### config.mk
export PLATFORM = sky130hd
export DESIGN_NAME = ped_signal_controller
export DESIGN_NICKNAME = d
export VERILOG_FILES = /design/src/rtl/ped_signal_pkg.sv /design/src/rtl/ped_signal_controller_phase_timer.sv /design/src/rtl/ped_signal_controller.sv
export SDC_FILE = /design/constraint.sdc
export NUM_CORES = 1
export LEC_CHECK = 0
export ABC_AREA = 1
export ABC_CLOCK_PERIOD_IN_PS = 1750
export CAP_MARGIN = 15
export CELL_PAD_IN_SITES_DETAIL_PLACEMENT = 0
export CELL_PAD_IN_SITES_GLOBAL_PLACEMENT = 1
export CORE_MARGIN = 4
export CORE_UTILIZATION = 35
export DETAILED_ROUTE_END_ITERATION = 7
export GPL_ROUTABILITY_DRIVEN = 1
export PLACE_DENSITY_LB_ADDON = 0.25
export SYNTH_ARGS = -nofsm -noshare
export SYNTH_HDL_FRONTEND = slang
export SYNTH_SLANG_ARGS = --single-unit
### constraint.sdc
create_clock -name clk -period 1.75 [get_ports clk]
set_input_delay 0.4375 -clock clk [delete_from_list [all_inputs] [get_ports clk]]
set_output_delay 0.4375 -clock clk [all_outputs]
set_load 0.01 [all_outputs]
### src/rtl/ped_signal_pkg.sv
// Shared types and constants for the pedestrian-crossing phase sequencer.
// Lamp patterns are packed {car_red, car_yellow, car_green, ped_walk, ped_stop}.
package ped_signal_pkg;

    localparam int CNT_W = 7;

    typedef enum logic [2:0] {
        S_CAR_GREEN  = 3'd0,
        S_CAR_YELLOW = 3'd1,
        S_ALLRED1    = 3'd2,
        S_PED_WALK   = 3'd3,
        S_PED_FLASH  = 3'd4,
        S_ALLRED2    = 3'd5
    } state_t;

    typedef struct packed {
        logic car_red;
        logic car_yellow;
        logic car_green;
        logic ped_walk;
        logic ped_stop;
    } lamp_t;

    localparam lamp_t LAMP_GREEN  = lamp_t'(5'b00101);
    localparam lamp_t LAMP_YELLOW = lamp_t'(5'b01001);
    localparam lamp_t LAMP_ALLRED = lamp_t'(5'b10001);
    localparam lamp_t LAMP_WALK   = lamp_t'(5'b10010);
    // ped_walk in the flash phase is overridden by the blink flop
    localparam lamp_t LAMP_FLASH  = lamp_t'(5'b10000);

    function automatic state_t next_phase(input state_t s);
        state_t n;
        n = S_CAR_GREEN;
        unique case (s)
            S_CAR_GREEN:  n = S_CAR_YELLOW;
            S_CAR_YELLOW: n = S_ALLRED1;
            S_ALLRED1:    n = S_PED_WALK;
            S_PED_WALK:   n = S_PED_FLASH;
            S_PED_FLASH:  n = S_ALLRED2;
            S_ALLRED2:    n = S_CAR_GREEN;
            default:      n = S_CAR_GREEN;
        endcase
        return n;
    endfunction

    function automatic lamp_t lamp_of(input state_t s);
        lamp_t l;
        l = LAMP_ALLRED;
        unique case (s)
            S_CAR_GREEN:  l = LAMP_GREEN;
            S_CAR_YELLOW: l = LAMP_YELLOW;
            S_ALLRED1:    l = LAMP_ALLRED;
            S_PED_WALK:   l = LAMP_WALK;
            S_PED_FLASH:  l = LAMP_FLASH;
            S_ALLRED2:    l = LAMP_ALLRED;
            default:      l = LAMP_ALLRED;
        endcase
        return l;
    endfunction

endpackage

### src/rtl/ped_signal_controller_phase_timer.sv
// Phase countdown: load has priority, otherwise decrement on tick while above 1.
// Reaching 1 on a tick raises expire; the sequencer decides what to load next.
module phase_timer
    import ped_signal_pkg::*;
#(
    parameter logic [CNT_W-1:0] RST_VAL = 7'd10
) (
    input  logic             clk,
    input  logic             rst,
    input  logic             tick,
    input  logic             load,
    input  logic [CNT_W-1:0] load_val,
    output logic [CNT_W-1:0] cnt,
    output logic             expire,
    output logic             zero
);

    always_ff @(posedge clk) begin
        if (rst) begin
            cnt <= RST_VAL;
        end else if (load) begin
            cnt <= load_val;
        end else if (tick && (cnt > CNT_W'(1))) begin
            cnt <= cnt - CNT_W'(1);
        end
    end

    assign expire = tick && (cnt == CNT_W'(1));
    assign zero   = (cnt == '0);

endmodule

### src/rtl/ped_signal_controller.sv
// Pedestrian-crossing phase sequencer: request latch, phase FSM, walk blink.
// Optional PED_BTN_SYNC_EN adds a 2-flop synchroniser and rising-edge detect on ped_req.
module ped_signal_controller
    import ped_signal_pkg::*;
#(
    parameter int MIN_GREEN = 10,
    parameter int YELLOW_T  = 3,
    parameter int ALLRED_T  = 2,
    parameter int WALK_T    = 15,
    parameter int FLASH_T   = 5
) (
    input  logic             clk,
    input  logic             rst,
    input  logic             tick,
    input  logic             ped_req,
    output logic             car_red,
    output logic             car_yellow,
    output logic             car_green,
    output logic             ped_walk,
    output logic             ped_stop,
    output logic             req_pending,
    output logic [CNT_W-1:0] remain
);

    localparam logic [CNT_W-1:0] MG_V = CNT_W'(MIN_GREEN);
    localparam logic [CNT_W-1:0] YT_V = CNT_W'(YELLOW_T);
    localparam logic [CNT_W-1:0] AR_V = CNT_W'(ALLRED_T);
    localparam logic [CNT_W-1:0] WK_V = CNT_W'(WALK_T);
    localparam logic [CNT_W-1:0] FL_V = CNT_W'(FLASH_T);

    function automatic logic [CNT_W-1:0] dur(input state_t s);
        logic [CNT_W-1:0] d;
        d = AR_V;
        unique case (s)
            S_CAR_GREEN:  d = MG_V;
            S_CAR_YELLOW: d = YT_V;
            S_ALLRED1:    d = AR_V;
            S_PED_WALK:   d = WK_V;
            S_PED_FLASH:  d = FL_V;
            S_ALLRED2:    d = AR_V;
            default:      d = AR_V;
        endcase
        return d;
    endfunction

    state_t           state;
    state_t           state_n;
    logic             blink;
    logic             req_evt;
    logic             ld;
    logic [CNT_W-1:0] ld_val;
    logic [CNT_W-1:0] cnt;
    logic             expire;
    logic             zero;
    lamp_t            lamp;

`ifdef PED_BTN_SYNC_EN
    logic [2:0] btn_sync;

    always_ff @(posedge clk) begin
        if (rst) begin
            btn_sync <= '0;
        end else begin
            btn_sync <= {btn_sync[1:0], ped_req};
        end
    end

    // one event per press, two flops after the pin plus the latch edge
    assign req_evt = btn_sync[1] & ~btn_sync[2];
`else
    assign req_evt = ped_req;
`endif

    phase_timer #(
        .RST_VAL (MG_V)
    ) u_timer (
        .clk      (clk),
        .rst      (rst),
        .tick     (tick),
        .load     (ld),
        .load_val (ld_val),
        .cnt      (cnt),
        .expire   (expire),
        .zero     (zero)
    );

    always_comb begin
        state_n = state;
        ld      = 1'b0;
        ld_val  = '0;
        unique case (state)
            S_CAR_GREEN: begin
                // green parks at zero until a request arrives
                if ((expire || (tick && zero)) && req_pending) begin
                    state_n = S_CAR_YELLOW;
                    ld      = 1'b1;
                    ld_val  = YT_V;
                end else if (expire) begin
                    ld      = 1'b1;
                    ld_val  = '0;
                end
            end
            default: begin
                if (expire) begin
                    state_n = next_phase(state);
                    ld      = 1'b1;
                    ld_val  = dur(state_n);
                end
            end
        endcase
    end

    always_ff @(posedge clk) begin
        if (rst) begin
            state       <= S_CAR_GREEN;
            req_pending <= 1'b0;
            blink       <= 1'b0;
        end else begin
            state <= state_n;

            if (state_n == S_PED_WALK && state != S_PED_WALK) begin
                req_pending <= 1'b0;
            end else if (req_evt && state != S_PED_WALK
                         && state != S_PED_FLASH) begin
                req_pending <= 1'b1;
            end

            if (state_n == S_PED_FLASH && state != S_PED_FLASH) begin
                blink <= 1'b1;
            end else if (state == S_PED_FLASH && tick) begin
                blink <= ~blink;
            end
        end
    end

    always_comb begin
        lamp = lamp_of(state);
        if (state == S_PED_FLASH) begin
            lamp.ped_walk = blink;
        end
    end

    assign car_red    = lamp.car_red;
    assign car_yellow = lamp.car_yellow;
    assign car_green  = lamp.car_green;
    assign ped_walk   = lamp.ped_walk;
    assign ped_stop   = lamp.ped_stop;
    assign remain     = cnt;

endmodule

# After elaboration in Yosys (flattened, before gate mapping)
# Index checks and enable logic that the tools add are counted.
[classes]
order_cmp = 1
n_reduce_logical = 16
n_addsub = 1
eq_ne = 12
n_mux = 19
bitwise_logic = 1
[op_table]
columns = ["cell", "n"]
rows = [
  ["$mux W7", 3],
  ["$pmux W5 S4", 1],
  ["$pmux W4 S4", 1],
  ["$mux W3", 5],
  ["$eq A3 B2 Y1 const B", 4],
  ["$pmux W3 S4", 1],
  ["$eq A3 B3 Y1 const B", 3],
  ["$logic_and A1 B1 Y1", 9],
  ["$eq A7 B1 Y1 const B", 1],
  ["$gt A7 B1 Y1 const B", 1],
  ["$logic_not A7 Y1", 1],
  ["$sub A7 B1 Y7 const B", 1],
  ["$eq A3 B1 Y1 const B", 2],
  ["$logic_not A3 Y1", 2],
  ["$mux W1", 6],
  ["$mux W4", 1],
  ["$reduce_bool A2 Y1", 2],
  ["$ne A3 B2 Y1 const B", 1],
  ["$ne A3 B3 Y1 const B", 1],
  ["$mux W2", 1],
  ["$reduce_or A2 Y1", 1],
  ["$logic_or A1 B1 Y1", 1],
  ["$not A1 Y1", 1],
]
[totals]
regBits = 12
inputBits = 4
out_inout_bits = 13

# Logic depth before layout (Yosys ltp)
# Gate-level depths: netlist of the first run.
[logic_depth]
depth_word = 9
depth_mapped = 11

# Hierarchy
# From an unflattened synthesis of the first run, not the netlist that was laid out.
[hier_totals]
cells_unflattened = 147
area_unflattened_um2 = 957.2
[modules_own_cells]
columns = ["module", "cells_each", "seq_area_each_um2", "area_per_inst_um2", "n_inst"]
rows = [
  ["phase_timer", 89, 140.1, 568.0, 1],
  ["ped_signal_controller", 58, 100.1, 389.1, 1],
]

# Least setup slack after synthesis of the first run
# No wires, ideal clock.
[synth_path]
kind = "register to register"
from = "register u_timer.cnt[0]"
to = "register u_timer.cnt[1]"
path_slack_ps = 287
required_ps = 1629
n_path_buf = 0
arrival_ps = 1342
path_stages_with_launch = 11
synth_period_minus_slack_ps = 1463
path_cell_list = "dfxtp_1 > inv_1 > ha_1 > nand2_2 > nor2_1 > nand2_1 > o21ai_4 > nor2_4 > inv_2 > nand2_1 > nand3_1"
[synth_via]
elab_chain_cells = 7
word_cells_on_any_way = 18
cone_classes = "1 x add/sub; 1 x order compare; 1 x eq/ne; 8 x mux; 7 x reduce/logical"
[synth_lines]
columns = ["element", "line", "rtl"]
rows = [
  ["from (decl)", "ped_signal_controller_phase_timer.sv:13", "output logic [CNT_W-1:0] cnt,"],
  ["from (signal assigned)", "ped_signal_controller_phase_timer.sv:22", "cnt <= load_val;"],
  ["from (signal assigned)", "ped_signal_controller_phase_timer.sv:24", "cnt <= cnt - CNT_W'(1);"],
  ["parallel branches: the longest is 7 deep, another holds $sub A7 B1 Y7", "-", ""],
]
# Several ways; the timed one is not identified. The select of a mux whose other input is x is not followed.
# A chain may end at the register's enable or synchronous reset.

# Final worst setup path of the first run
[layout_path]
from = "register state[2]"
to = "output car_green"
[layout_via]
elab_chain_cells = 2
word_cells_on_any_way = 5
cone_classes = "3 x eq/ne; 1 x mux; 1 x reduce/logical"
[layout_lines]
columns = ["element", "line", "rtl"]
rows = [
  ["from (decl)", "ped_signal_controller.sv:46", "state_t state;"],
  ["from (signal assigned)", "ped_signal_controller.sv:119", "state <= state_n;"],
  ["$eq A3 B3 Y1, or another cell as far along", "ped_signal_pkg.sv:49", "unique case (s)"],
  ["$pmux W5 S4 (*)", "ped_signal_pkg.sv:49", ""],
  ["to (decl)", "ped_signal_controller.sv:18", "output logic car_green,"],
]
# Every way passes the cells marked *; elsewhere a longest branch is shown, timed or not.

==> results of run 1 <==
kinds of logic (layout without fill, tap and decap cells):
logic type                 count (synthesis)  count (layout)
xor gates and xnor gates                   2               2
DFF                                       12              12
buffers and inverters                     22              52
and+or+nand+nor                           80              80
adders and majority gates                  3               3
AOI/OAI and AO/OA                         16              16
worst max-delay path: stages (launching register included):
cell and delay [ns]:
dfxtp_4 0.38, inv_2 0.05, buf_4 0.14, nand2_1 0.08
inv_1 0.04, dlygate4sd2_1 0.27
routing by layer:
layer  part of all wire (%)  track usage [%]
met5                      0                0
met4                   0.67             2.98
met3                    4.0             4.68
met2                     44             22.6
met1                     51             17.3
synthesized netlist by cell type, types with 2 or more instances:
library cell / n
a21oi_1: 5
dfxtp_1: 12
ha_1: 3
inv_1: 14
inv_2: 7
nand2_1: 45
nand2_2: 3
nand3_1: 7
nand4_1: 2
nor2_1: 13
nor2_4: 6
o21ai_0: 6
state kept, by name, indices dropped and copies added, names as in the netlist:
| register | cells |
|---|---|
| u_timer.cnt | 7 |
| blink | 1 |
| req_pending | 1 |
| state | 3 |
power breakdown:
part | internal, mW | switching [mW] | leakage, nW | total (mW)
clock network | 0.127 | 0.103 | 0.0210 | 0.230
registers | 0.281 | 0.0127 | 0.101 | 0.294
logic | 0.0599 | 0.0713 | 0.446 | 0.131
stage by stage:
| stage | hold slack (ns) | instance area (um2) | util (%) | setup slack (ns) |
|---|---|---|---|---|
| 3_5_place_dp | 0.504 | 1150 | 50.0 | -0.0428 |
| 5_1_grt | 0.551 | 1200 | 52.2 | 0.00912 |
| 6_report | 0.514 | 1200 | 52.2 | 0.0704 |
| 2_1_floorplan | 0.476 | 878 | - | 0.287 |
| 4_1_cts | 0.516 | 1190 | 51.9 | 0.00284 |
| 3_3_place_gp | 0.506 | 1150 | 50.0 | -0.0315 |
worst paths after layout:
path | endpoint | slack (ns) | startpoint | depth (start not counted)
setup / recovery | car_green | 0.07 | state[2] | 5
hold / removal | u_timer.cnt[6] | 0.51 | u_timer.cnt[6] | 2
setup reg to reg | u_timer.cnt[1] | 0.25 | u_timer.cnt[0] | 10
hold reg to reg | u_timer.cnt[6] | 0.51 | u_timer.cnt[6] | 2
area by class of cell:
| type | count | area share (%) |
|---|---|---|
| multi-input combinational | 101 | 47.0 |
| sequential | 12 | 21.0 |
| timing repair buffer | 27 | 19.5 |
| inverter | 21 | 6.58 |
| clock buffer | 4 | 3.03 |
| tap | 28 | 2.92 |
what timing repair did:
action | in CTS | in global routing
endpoints found under the setup margin | 6 | 4
resized for setup | 13 | 8
hold buffers | 0 | 0
==> metrics, run 1 <==
Initial Util=about two fifths; fin nets=173; die width=a little under 60 um; gr usage total=a little over an eighth; Tot Pwr=0.655 mW; Core Area=about 2300 um2; Leak Pwr=approximately 0.57 nW; CTS tree=yes; Worst Tran Pin Value=~0.19 ns; full die area=3380 um2; layout cells sized above 1=28.5%; DR WL/cell=about 11 um; number of diodes=0; Synth Area in XOR/XNOR=1.99%; power density cells=547 nW/um2; drt pass-1 iters=4; synthesis-stage register bit count=12; Reg clk slew, reported paths=0.08 ns; DRC=0; initial antenna violation count=0; grt ovf=0; Synth top area share=27.4%; post-CTS setup buffer count=0; Longest Clk Path Bufs=2; Post-Syn Instances=~140; outcome=complete, no violations; CP Capture Type=primary output; Area Overhead vs Synth=36.5%; VDD IR max=0.396 mV; fmax=595 MHz; crit path DAT=1.24 ns; vias in the first global route=854; endpoints failing hold=0; Clock Skew=~0.0038 ns; syn_nets=between 100 and 150; Worst-Skew Late Latency=approximately 0.28 ns; count of final setup violators=0; I/O pin total=17; number of port buffers=16; fillers=228; max-slew violation count=0; Root Driver=clkbuf_4; vias post-DR=roughly 900; Ys Warns=0; Max Cap Viol=0; routability cong.=0.825; largest net degree at the start of global routing=9; Post-synth EDFFs=0; clock sink count=12; DP Wirelength=1680 um; vias per cell=4.65; Mean Syn Cell Area=6.51 um2; CP max FO=5; multi-input logic area=563 um2; Hold Path Class=register to register; H-Tree Depth=1; largest family of logic cells by synthesized area=simple AND/OR/NAND/NOR gates; Post-Synthesis Cell Area=a little under 900 um2; DRT Wirelength=2080 um; Synth Area in Adders=under 10%; first-pass GRT wire length=3630 um; row count=17; Netlist cell types=24; setup tns final=0 ns; ys flop type=dfxtp_1; ys async rst share=0%; critical path class=register to primary output; CP required=1.31 ns; commonest non-fill, non-tap cell in the layout=nand2_1; simple-gate area share of the yosys netlist=45.2%; most frequent cells in the layout=nand2_1, inv_1, nor2_1, clkdlybuf4s50_1, buf_4; Compound-Gate Fraction of Synth Area=between 10% and 20%; critical path launch point type=register; mux cell area share after synthesis=0%; register area=251 um2; synth top area cells=dfxtp_1, nand2_1, nor2_4, inv_1, nor2_1; Period Utilization, post-route=96.0%; post-synthesis sequential area ratio=27.4%; cts bufs inserted=3; Non-Filler Instances=193; RSZ-0062 raised after global routing=no; Final ANT Viol Nets=0; Worst slew margin=87.4%; Placed Cells=189; Die Y=58.1 um; 1st-iter DRT viols=16; clock period minus worst slack=1.68 ns; area leader, netlist=dfxtp_1
Note: power is estimated with default switching activity, not from simulation.
==> run 2, diff against run 1 <==
--- a/config.mk
+++ b/config.mk
@@ -15,6 +15,7 @@
 export DETAILED_ROUTE_END_ITERATION = 7
 export GPL_ROUTABILITY_DRIVEN = 1
 export PLACE_DENSITY_LB_ADDON = 0.25
+export SETUP_SLACK_MARGIN = 0.02
 export SYNTH_ARGS = -nofsm -noshare
 export SYNTH_HDL_FRONTEND = slang
 export SYNTH_SLANG_ARGS = --single-unit
==> metrics, run 2 (synthesized netlist as in run 1, its figures left out) <==
outcome=complete, no violations; number of flip-flops in the largest register=7 (unchanged); Worst slew margin=87.5% (+0.13 points); largest reg by FF count=u_timer.cnt; Top cell by count, worst path=nand2_1; fillers=230 (+0.88%); DR WL/cell=10.8 um (+0.48%); grt ovf=0 (unchanged); Longest Clk Path Bufs=2 (unchanged); Non-Filler Instances=193 (unchanged); max-slew violation count=0 (unchanged); full die area=3380 um2 (unchanged); Placed Cells=189 (unchanged); vias post-DR=899 (+0.11%); CP required=1.31 ns (about the same); fmax=589 MHz (-1.1%); Reg clk slew, reported paths=0.08 ns (about the same); Tot Pwr=0.656 mW (+0.16%); Initial Util=38.2% (unchanged); min-delay src=u_timer.cnt[6]; setup tns final=0 ns (unchanged); CP cell instances=inv_1 -> nor2_2 -> nand2_1 -> nand2_1 -> clkdlybuf4s15_2; VDD IR max=0.396 mV (about the same); R2R Setup Slk=0.25 ns (about the same); DRC=0 (unchanged); Hold Crit Depth=2 (unchanged); layout cells sized above 1=29.7% (+1.2 points); first-pass GRT wire length=3630 um (unchanged); CP max FO=4 (-1); cts bufs inserted=3 (unchanged); Leak Pwr=0.567 nW (about the same); RSZ-0062 raised after global routing=yes; Worst-Skew Late Latency=0.28 ns (about the same); gr usage total=13.7% (unchanged); Period Utilization, post-route=97.1% (+1.1 points); CTS tree=yes; DRT Wirelength=2090 um (+0.48%); endpoints failing hold=0 (unchanged); CP Capture Type=primary output; Max Cap Viol=0 (unchanged); multi-input logic area=573 um2 (+1.8%); critical path class=register to primary output; row count=17 (unchanged); DP Wirelength=1680 um (unchanged); Regs by FF count=u_timer.cnt (7), state (3); count of final setup violators=0 (unchanged); register area=249 um2 (-0.99%); Worst Tran Pin Value=0.187 ns (-0.00190 ns); fin nets=173 (unchanged); Root Driver=clkbuf_4; Die Y=58.1 um (unchanged); routability cong.=0.825 (unchanged); clock period minus worst slack=1.70 ns (+0.0188 ns); Hold Slack=0.514 ns (+0.0000180 ns); vias in the first global route=854 (unchanged); most frequent cells in the layout=nand2_1, inv_1, nor2_1, clkdlybuf4s50_1, buf_4; initial antenna violation count=0 (unchanged); worst reg2reg startpoint=u_timer.cnt[0]; number of diodes=0 (unchanged); largest net degree at the start of global routing=9 (unchanged); H-Tree Depth=1 (unchanged); Core Area=2300 um2 (unchanged); drt pass-1 iters=4 (unchanged); I/O pin total=17 (unchanged); die width=58.1 um (unchanged); Final ANT Viol Nets=0 (unchanged); critical path launch point type=register; vias per cell=4.66 (+0.11%); worst reg-to-reg path cell count=10 (unchanged); Crit path largest cell delay=0.38 ns (about the same); power density cells=541 nW/um2 (-0.97%); Hold Path Class=register to register; Clock Skew=0.00372 ns (-0.0000797 ns); crit path DAT=1.26 ns (+0.02 ns); commonest non-fill, non-tap cell in the layout=nand2_1; Area Overhead vs Synth=38.0%; Hold EP=u_timer.cnt[6]; Crit-path slowest cell=dfxtp_2; number of port buffers=16 (unchanged); RR Endpoint=u_timer.cnt[1]; 1st-iter DRT viols=16 (unchanged); clock sink count=12 (unchanged); cts hold-fix bufs=0 (unchanged)
==> run 2: worst max-delay path by stage <==
stage	from	to	slack [ns]	cells past startpoint
floorplan	u_timer.cnt[0]	u_timer.cnt[1]	0.29	10
global placement	tick	u_timer.cnt[1]	-0.03	9
detailed placement	tick	u_timer.cnt[3]	-0.04	8
CTS	state[1]	ped_walk	0.02	6
global route	state[1]	ped_walk	-0.02	6
finish	state[1]	ped_walk	0.05	5
==> run 2: critical path: cells and delay by family, from the launching register on <==
kind	cells	cell delay, ns
buf+inv	2	0.29
flops	1	0.38
simple gates	3	0.31
==> run 2: per-layer routing <==
layer	wire length, um	up-vias	GRT usage, %	part of all wire [%]
li1	-	479	-	-
met1	1070	405	17.3	51
met2	923	13	22.6	44
met3	81	2	4.68	3.9
met4	14	0	2.98	0.67
met5	0	-	0	0
==> run 2: power by group <==
| part | internal (mW) | total, mW | leakage (nW) | switching, mW |
|---|---|---|---|---|
| combinational | 0.0599 | 0.131 | 0.446 | 0.0710 |
| sequential | 0.283 | 0.295 | 0.101 | 0.0127 |
| clock | 0.127 | 0.230 | 0.0210 | 0.103 |
| total | 0.469 | 0.656 | 0.567 | 0.187 |
==> run 2: area by class of cell <==
| type | count | share of cell area (%) |
|---|---|---|
| well taps | 28 | 2.89 |
| flip-flops and latches | 12 | 20.5 |
| multi-input cells | 101 | 47.3 |
| clock buffers | 4 | 2.99 |
| repair buffers | 27 | 19.8 |
| inverters | 21 | 6.50 |
==> run 2: through the flow <==
| step | util, % | area, um2 | setup WS (ns) |
|---|---|---|---|
| after floorplan | - | 878 | 0.287 |
| after global placement | 50.0 | 1150 | -0.0315 |
| after detailed placement | 50.0 | 1150 | -0.0428 |
| after CTS | 52.0 | 1190 | 0.0212 |
| after global routing | 52.8 | 1210 | -0.0205 |
| final | 52.8 | 1210 | 0.0516 |
==> run 2: what timing repair did <==
item / 4_1_cts / 5_1_grt
resized for setup: 15 / 8
buffers inserted: 0 / 0
cloned: 0 / 0
pin swaps: 0 / 1
setup endpoints to repair: 7 / 3
